[src/rtl/aes_pkg.sv]
`default_nettype none
// ============================================================================
// Module   : aes_pkg
// Brief    : Shared types and GF(2^8) helpers for the AES sub-word engine.
// Revision : 1.0 - initial release
// ============================================================================
package aes_pkg;

    // Request modes as seen on in_mode
    typedef enum logic [1:0] {
        AES_MODE_FWD     = 2'b00,
        AES_MODE_INV     = 2'b01,
        AES_MODE_ROT_FWD = 2'b10,
        AES_MODE_RSVD    = 2'b11
    } aes_mode_t;

    // Engine control states
    typedef enum logic [1:0] {
        SW_IDLE = 2'b00,
        SW_CALC = 2'b01,
        SW_HOLD = 2'b10
    } aes_sw_state_t;

    localparam logic [7:0] C_AFFINE_FWD = 8'h63;
    localparam logic [7:0] C_AFFINE_INV = 8'h05;

    // Multiply by x modulo the AES polynomial x^8+x^4+x^3+x+1
    function automatic logic [7:0] aes_xtime(input logic [7:0] a);
        return {a[6:0], 1'b0} ^ (a[7] ? 8'h1b : 8'h00);
    endfunction

    // Shift-and-add GF(2^8) multiply
    function automatic logic [7:0] aes_gf_mul(input logic [7:0] a, input logic [7:0] b);
        logic [7:0] acc;
        logic [7:0] sh;
        acc = 8'h00;
        sh  = a;
        for (int i = 0; i < 8; i++) begin
            if (b[i]) acc = acc ^ sh;
            sh = aes_xtime(sh);
        end
        return acc;
    endfunction

    // Multiplicative inverse as x^254 (maps 0 to 0 for free)
    function automatic logic [7:0] aes_gf_inv(input logic [7:0] x);
        logic [7:0] acc;
        logic [7:0] pw;
        acc = 8'h01;
        pw  = x;
        for (int i = 1; i < 8; i++) begin
            pw  = aes_gf_mul(pw, pw);
            acc = aes_gf_mul(acc, pw);
        end
        return acc;
    endfunction

    function automatic logic [7:0] aes_rotl8(input logic [7:0] b, input int n);
        return (b << n) | (b >> (8 - n));
    endfunction

    function automatic logic [7:0] aes_affine_fwd(input logic [7:0] b);
        return b ^ aes_rotl8(b, 1) ^ aes_rotl8(b, 2) ^ aes_rotl8(b, 3)
                 ^ aes_rotl8(b, 4) ^ C_AFFINE_FWD;
    endfunction

    function automatic logic [7:0] aes_affine_inv(input logic [7:0] b);
        return aes_rotl8(b, 1) ^ aes_rotl8(b, 3) ^ aes_rotl8(b, 6) ^ C_AFFINE_INV;
    endfunction

endpackage
`default_nettype wire

[src/rtl/aes_sbox_fwd.sv]
`default_nettype none
// ============================================================================
// Module   : aes_sbox_fwd
// Brief    : Forward AES S-box (GF inverse followed by the affine map).
// Revision : 1.0 - initial release
// ============================================================================
module aes_sbox_fwd
    import aes_pkg::*;
(
    input  logic [7:0] in,
    output logic [7:0] out
);
    assign out = aes_affine_fwd(aes_gf_inv(in));
endmodule
`default_nettype wire

[src/rtl/aes_sbox_inv.sv]
`default_nettype none
// ============================================================================
// Module   : aes_sbox_inv
// Brief    : Inverse AES S-box (inverse affine map followed by GF inverse).
// Revision : 1.0 - initial release
// ============================================================================
module aes_sbox_inv
    import aes_pkg::*;
(
    input  logic [7:0] in,
    output logic [7:0] out
);
    assign out = aes_gf_inv(aes_affine_inv(in));
endmodule
`default_nettype wire

[src/rtl/sbox_dual.sv]
`default_nettype none
// ============================================================================
// Module   : sbox_dual
// Brief    : One forward plus one inverse S-box with a direction select.
// Revision : 1.0 - initial release
// ============================================================================
module sbox_dual (
    input  logic [7:0] in,
    input  logic       inv,
    output logic [7:0] out
);
    logic [7:0] w_fwd;
    logic [7:0] w_inv;

    aes_sbox_fwd u_fwd (.in(in), .out(w_fwd));
    aes_sbox_inv u_inv (.in(in), .out(w_inv));

    assign out = inv ? w_inv : w_fwd;
endmodule
`default_nettype wire

[src/rtl/aes_subword_engine.sv]
`default_nettype none
// ============================================================================
// Module   : aes_subword_engine
// Brief    : Time-multiplexed byte substitution over a LANES-byte word using
//            SBOX_PER_CYCLE S-box pairs per cycle; valid/ready on both sides.
// Revision : 1.0 - initial release
// ============================================================================
module aes_subword_engine
    import aes_pkg::*;
#(
    parameter int LANES          = 4,
    parameter int SBOX_PER_CYCLE = 2
) (
    input  logic                 clk,
    input  logic                 rst_n,
    input  logic                 in_valid,
    output logic                 in_ready,
    input  logic [8*LANES-1:0]   in_data,
    input  logic [1:0]           in_mode,
    output logic                 out_valid,
    input  logic                 out_ready,
    output logic [8*LANES-1:0]   out_data,
    output logic                 out_err,
    output logic                 busy
);
    localparam int W  = 8 * LANES;
    localparam int GW = 8 * SBOX_PER_CYCLE;
    localparam int G  = LANES / SBOX_PER_CYCLE;
    localparam int CW = (G > 1) ? $clog2(G) : 1;
    localparam logic [CW-1:0] C_LAST = CW'(G - 1);

    if (LANES % SBOX_PER_CYCLE != 0) begin : g_bad_param
        $error("SBOX_PER_CYCLE must divide LANES");
    end

    aes_sw_state_t   r_state;
    aes_sw_state_t   w_state_nxt;
    logic [CW-1:0]   r_cnt;
    logic [W-1:0]    r_work;
    aes_mode_t       r_mode;
    logic [GW-1:0]   w_grp;
    logic [GW-1:0]   w_sub;
    logic            w_inv;
    logic            w_accept;

    assign w_accept  = in_valid & in_ready;
    assign w_inv     = (r_mode == AES_MODE_INV);
    assign out_valid = (r_state == SW_HOLD);
    assign out_data  = r_work;
    assign out_err   = (r_mode == AES_MODE_RSVD);
    assign busy      = (r_state != SW_IDLE);

    // State register
    always_ff @(posedge clk or negedge rst_n) begin
        if (!rst_n) r_state <= SW_IDLE;
        else        r_state <= w_state_nxt;
    end

    // Next-state and in_ready; in_ready depends on state and out_ready only
    always_comb begin
        w_state_nxt = r_state;
        in_ready    = 1'b0;
        case (r_state)
            SW_IDLE: begin
                in_ready = 1'b1;
                if (in_valid) w_state_nxt = SW_CALC;
            end
            SW_CALC: begin
                if (r_cnt == C_LAST) w_state_nxt = SW_HOLD;
            end
            SW_HOLD: begin
                in_ready = out_ready;
                if (out_ready) w_state_nxt = in_valid ? SW_CALC : SW_IDLE;
            end
            default: w_state_nxt = SW_IDLE;
        endcase
    end

    // Pick the byte group addressed by the group counter
    always_comb begin
        w_grp = '0;
        for (int g = 0; g < G; g++) begin
            if (r_cnt == CW'(g)) w_grp = r_work[W-1-GW*g -: GW];
        end
    end

    for (genvar k = 0; k < SBOX_PER_CYCLE; k++) begin : g_sbox
        sbox_dual u_sbox (
            .in  (w_grp[GW-1-8*k -: 8]),
            .inv (w_inv),
            .out (w_sub[GW-1-8*k -: 8])
        );
    end

    // Latch the request (rotating for key expansion), then substitute one group per cycle
    always_ff @(posedge clk or negedge rst_n) begin
        if (!rst_n) begin
            r_cnt  <= '0;
            r_work <= '0;
            r_mode <= AES_MODE_FWD;
        end else if (w_accept) begin
            r_cnt  <= '0;
            r_mode <= aes_mode_t'(in_mode);
            if (aes_mode_t'(in_mode) == AES_MODE_ROT_FWD)
                r_work <= {in_data[W-9:0], in_data[W-1 -: 8]};
            else
                r_work <= in_data;
        end else if (r_state == SW_CALC) begin
            r_cnt <= (r_cnt == C_LAST) ? '0 : r_cnt + 1'b1;
            // Reserved mode runs the same schedule but leaves the word untouched
            if (r_mode != AES_MODE_RSVD) begin
                for (int g = 0; g < G; g++) begin
                    if (r_cnt == CW'(g)) r_work[W-1-GW*g -: GW] <= w_sub;
                end
            end
        end
    end

endmodule
`default_nettype wire
[config.mk]
export PLATFORM = sky130hd
export DESIGN_NAME = aes_subword_engine
export DESIGN_NICKNAME = d
export VERILOG_FILES = /design/src/rtl/aes_pkg.sv /design/src/rtl/aes_sbox_fwd.sv /design/src/rtl/aes_sbox_inv.sv /design/src/rtl/sbox_dual.sv /design/src/rtl/aes_subword_engine.sv
export SDC_FILE = /design/constraint.sdc
export NUM_CORES = 2
export LEC_CHECK = 0
export ABC_AREA = 0
export CAP_MARGIN = 20
export CELL_PAD_IN_SITES_DETAIL_PLACEMENT = 1
export CELL_PAD_IN_SITES_GLOBAL_PLACEMENT = 2
export CORE_MARGIN = 2
export CORE_UTILIZATION = 36
export CTS_BUF_LIST = sky130_fd_sc_hd__clkbuf_16
export DETAILED_ROUTE_END_ITERATION = 12
export GPL_TIMING_DRIVEN = 0
export PLACE_DENSITY_LB_ADDON = 0.08
export SETUP_SLACK_MARGIN = 0.5
export SLEW_MARGIN = 40
export SYNTH_ARGS = -nofsm -noshare
export SYNTH_HDL_FRONTEND = slang
export SYNTH_SLANG_ARGS = --single-unit
[constraint.sdc]
create_clock -name clk -period 16.7 [get_ports clk]
set_clock_uncertainty 0.2 [all_clocks]
set_input_delay 4.175 -clock clk [delete_from_list [all_inputs] [get_ports clk]]
set_output_delay 4.175 -clock clk [all_outputs]
set_load 0.02 [all_outputs]
==> run metrics <==
Initial DRC Count=3855; FF+latch area=933 µm²; Num CTS Buffers=5; mapped cell area=61200 µm²; CTS tree=yes; critical path class=flop to flop; RSZ-0062 raised after global routing=yes; clock buffer depth=2; wirelength, routed=259000 µm; syn_nets=8316; largest net degree at the start of global routing=38; total negative setup slack=0 ns; Synth area leader=xnor2_1; final setup margin=0.404 ns; Max Clk Rate=0.0614 GHz; status=completed; GPL Wtd Cong=0.888; CP max stage delay=0.55 ns; row cnt=151; Critical Path End Type=flop; Starting Density=0.362; Ys Warns=0; Synth Register Bits=37; Worst Max-Slew Pin Slew=0.956 ns; Clock Sinks=37; Max Cap Viol=0; Multi-input gate area=66200 µm²; core region area=169000 µm²; clk_lat worst skew=0.29 ns; Avg Inst Size Synth=7.42 µm²; Layout area overhead=32.7%; # DRC=0; layout net count=9161; Seq/Total Area, Yosys=0.0151; GRT Total Usage=0.279; number of global-route vias before repair=64.4k; CP Max Fanout=8; CP Launch Type=flop; count of unique library cells instantiated by Yosys=113; DR vias=63.9k; # hold bufs at CTS=0; Die Area=173000 µm²; Async S/R FF share, synth=1.00; Min-Delay Path Class=flop to flop; fill count=20.1k; Critical-path top delay cell=xnor3_2; number of synthesized flops with an enable pin=0; detailed-placement wirelength estimate=188000 µm; initial antenna violation count=0; fin crit share=0.976; Placement Setup Slack=-4.78 ns; final setup fails=0; Slew Limit Fails=0; top-count cell post-synth=xnor2_1; Arr. time, crit path=16.26 ns; clock-pin slew on the worst setup and hold paths=0.06 ns; register-to-register setup slack=0.40 ns; Final Hold Fails=0; Die Span X=416 µm; diode count=0; vias per inst=5.65; first-pass GRT wire length=391000 µm; Post-synth top cells=1691 x xnor2_1, 1232 x nor2_1, 855 x nand2_1; prevailing post-synth register cell=dfrtp_1; Port Buffers=73; Post-Syn Instances=8251; Final min period=16.30 ns; H-tree levels=2; top cells by area, synth=xnor2_1 24%, xnor3_1 13%, nor2_1 7.6%; grt total ovfl=0; Routed Antenna Nets=0; # IOs=74; WL per Instance=22.9 µm; Yosys top cell area share=0.242; TritonRoute pass-1 iters=7; worst path required time=16.66 ns; Rel. slew slack=0.358; Die Span Y=416 µm; fraction of layout cells with a size suffix above 1=0.272; Root Buffer Master=clkbuf_16
-- worst paths after layout --
| path | startpoint | endpoint | depth (start not counted) |
|---|---|---|---|
| setup / recovery | r_cnt | out_data[10] | 67 |
| hold / removal | r_mode[1] | r_mode[1] | 2 |
| setup reg to reg | r_cnt | out_data[10] | 67 |
| hold reg to reg | r_mode[1] | r_mode[1] | 2 |
| max in group asynchronous | rst_n | out_data[9] | 1 |
| min in group asynchronous | rst_n | out_data[10] | 1 |
-- layout by cell type, fill, tap and decap left out, types with 73 or more instances in the layout --
master	instances
xnor2_1	1282
xnor3_2	143
xor2_2	79
mux2i_1	236
nor3_1	137
xnor2_4	154
buf_4	775
buf_2	91
clkbuf_2	104
nand3_1	191
o211ai_1	73
o22ai_1	116
o21ai_0	312
xnor2_2	334
clkbuf_1	147
xor2_1	342
a21oi_1	373
nand2_1	844
nor2_1	1193
xnor3_1	231
xor2_4	76
-- what timing repair did --
action                     4_1_cts  5_1_grt
setup endpoints to repair       32       32
gates resized for setup       1051      875
pin swaps                      265      351
buffers inserted               365      396
cloned                           1        3
-- through the flow --
step                instance area [µm²]  std cells  hold slack [ns]  utilization
finish                            81200      11300            0.342        0.480
global route                      81200      11300            0.395        0.480
CTS                               74000      10900            0.347        0.438
detailed placement                65400      10500            0.333        0.387
global placement                  64900      10500            0.316        0.384
floorplan                         61400       8251            0.282            -
-- kinds of logic after synthesis --
kind of cell / share of synthesized area
buf+inv: 0.0472
fa+ha+maj: 0.00650
compound gates: 0.175
mux: 0.0577
flops: 0.0151
xor+xnor: 0.498
simple gates: 0.200
-- layer usage --
layer / vias to the layer above / share of wire / routed length, µm / GRT usage
li1: 30100 / - / - / -
met3: 274 / 0.025 / 6390 / 0.00694
met2: 1183 / 0.50 / 130000 / 0.498
met1: 32400 / 0.45 / 116000 / 0.374
met5: - / 0 / 0 / 0
met4: 0 / 0.027 / 6900 / 0.0620
-- critical path: cells and delay by family, from the launching register on --
kind	cells	cell delay [ns]
mux	4	0.51
fa+ha+maj	2	0.54
simple gates	2	0.24
compound gates	14	3.57
flops	1	0.39
xor+xnor	29	8.50
buf+inv	16	2.15
-- area by class of cell --
cell class / count / area share
Sequential cell: 37 / 0.0115
Clock buffer: 5 / 0.00154
Inverter: 113 / 0.00592
Tap cell: 2218 / 0.0342
Timing Repair Buffer: 836 / 0.0868
Clock inverter: 3 / 0.000216
Multi-Input combinational cell: 7535 / 0.815
Buffer: 568 / 0.0450
-- sequential cells by signal, summed over array words and instances (netlist names) --
signal    cells
out_data     32
r_cnt         1
r_mode        2
r_state       2
Power is left out: the tool's default activity adds up to more than one toggle a clock period on the data nets, which glitch-free logic cannot reach.
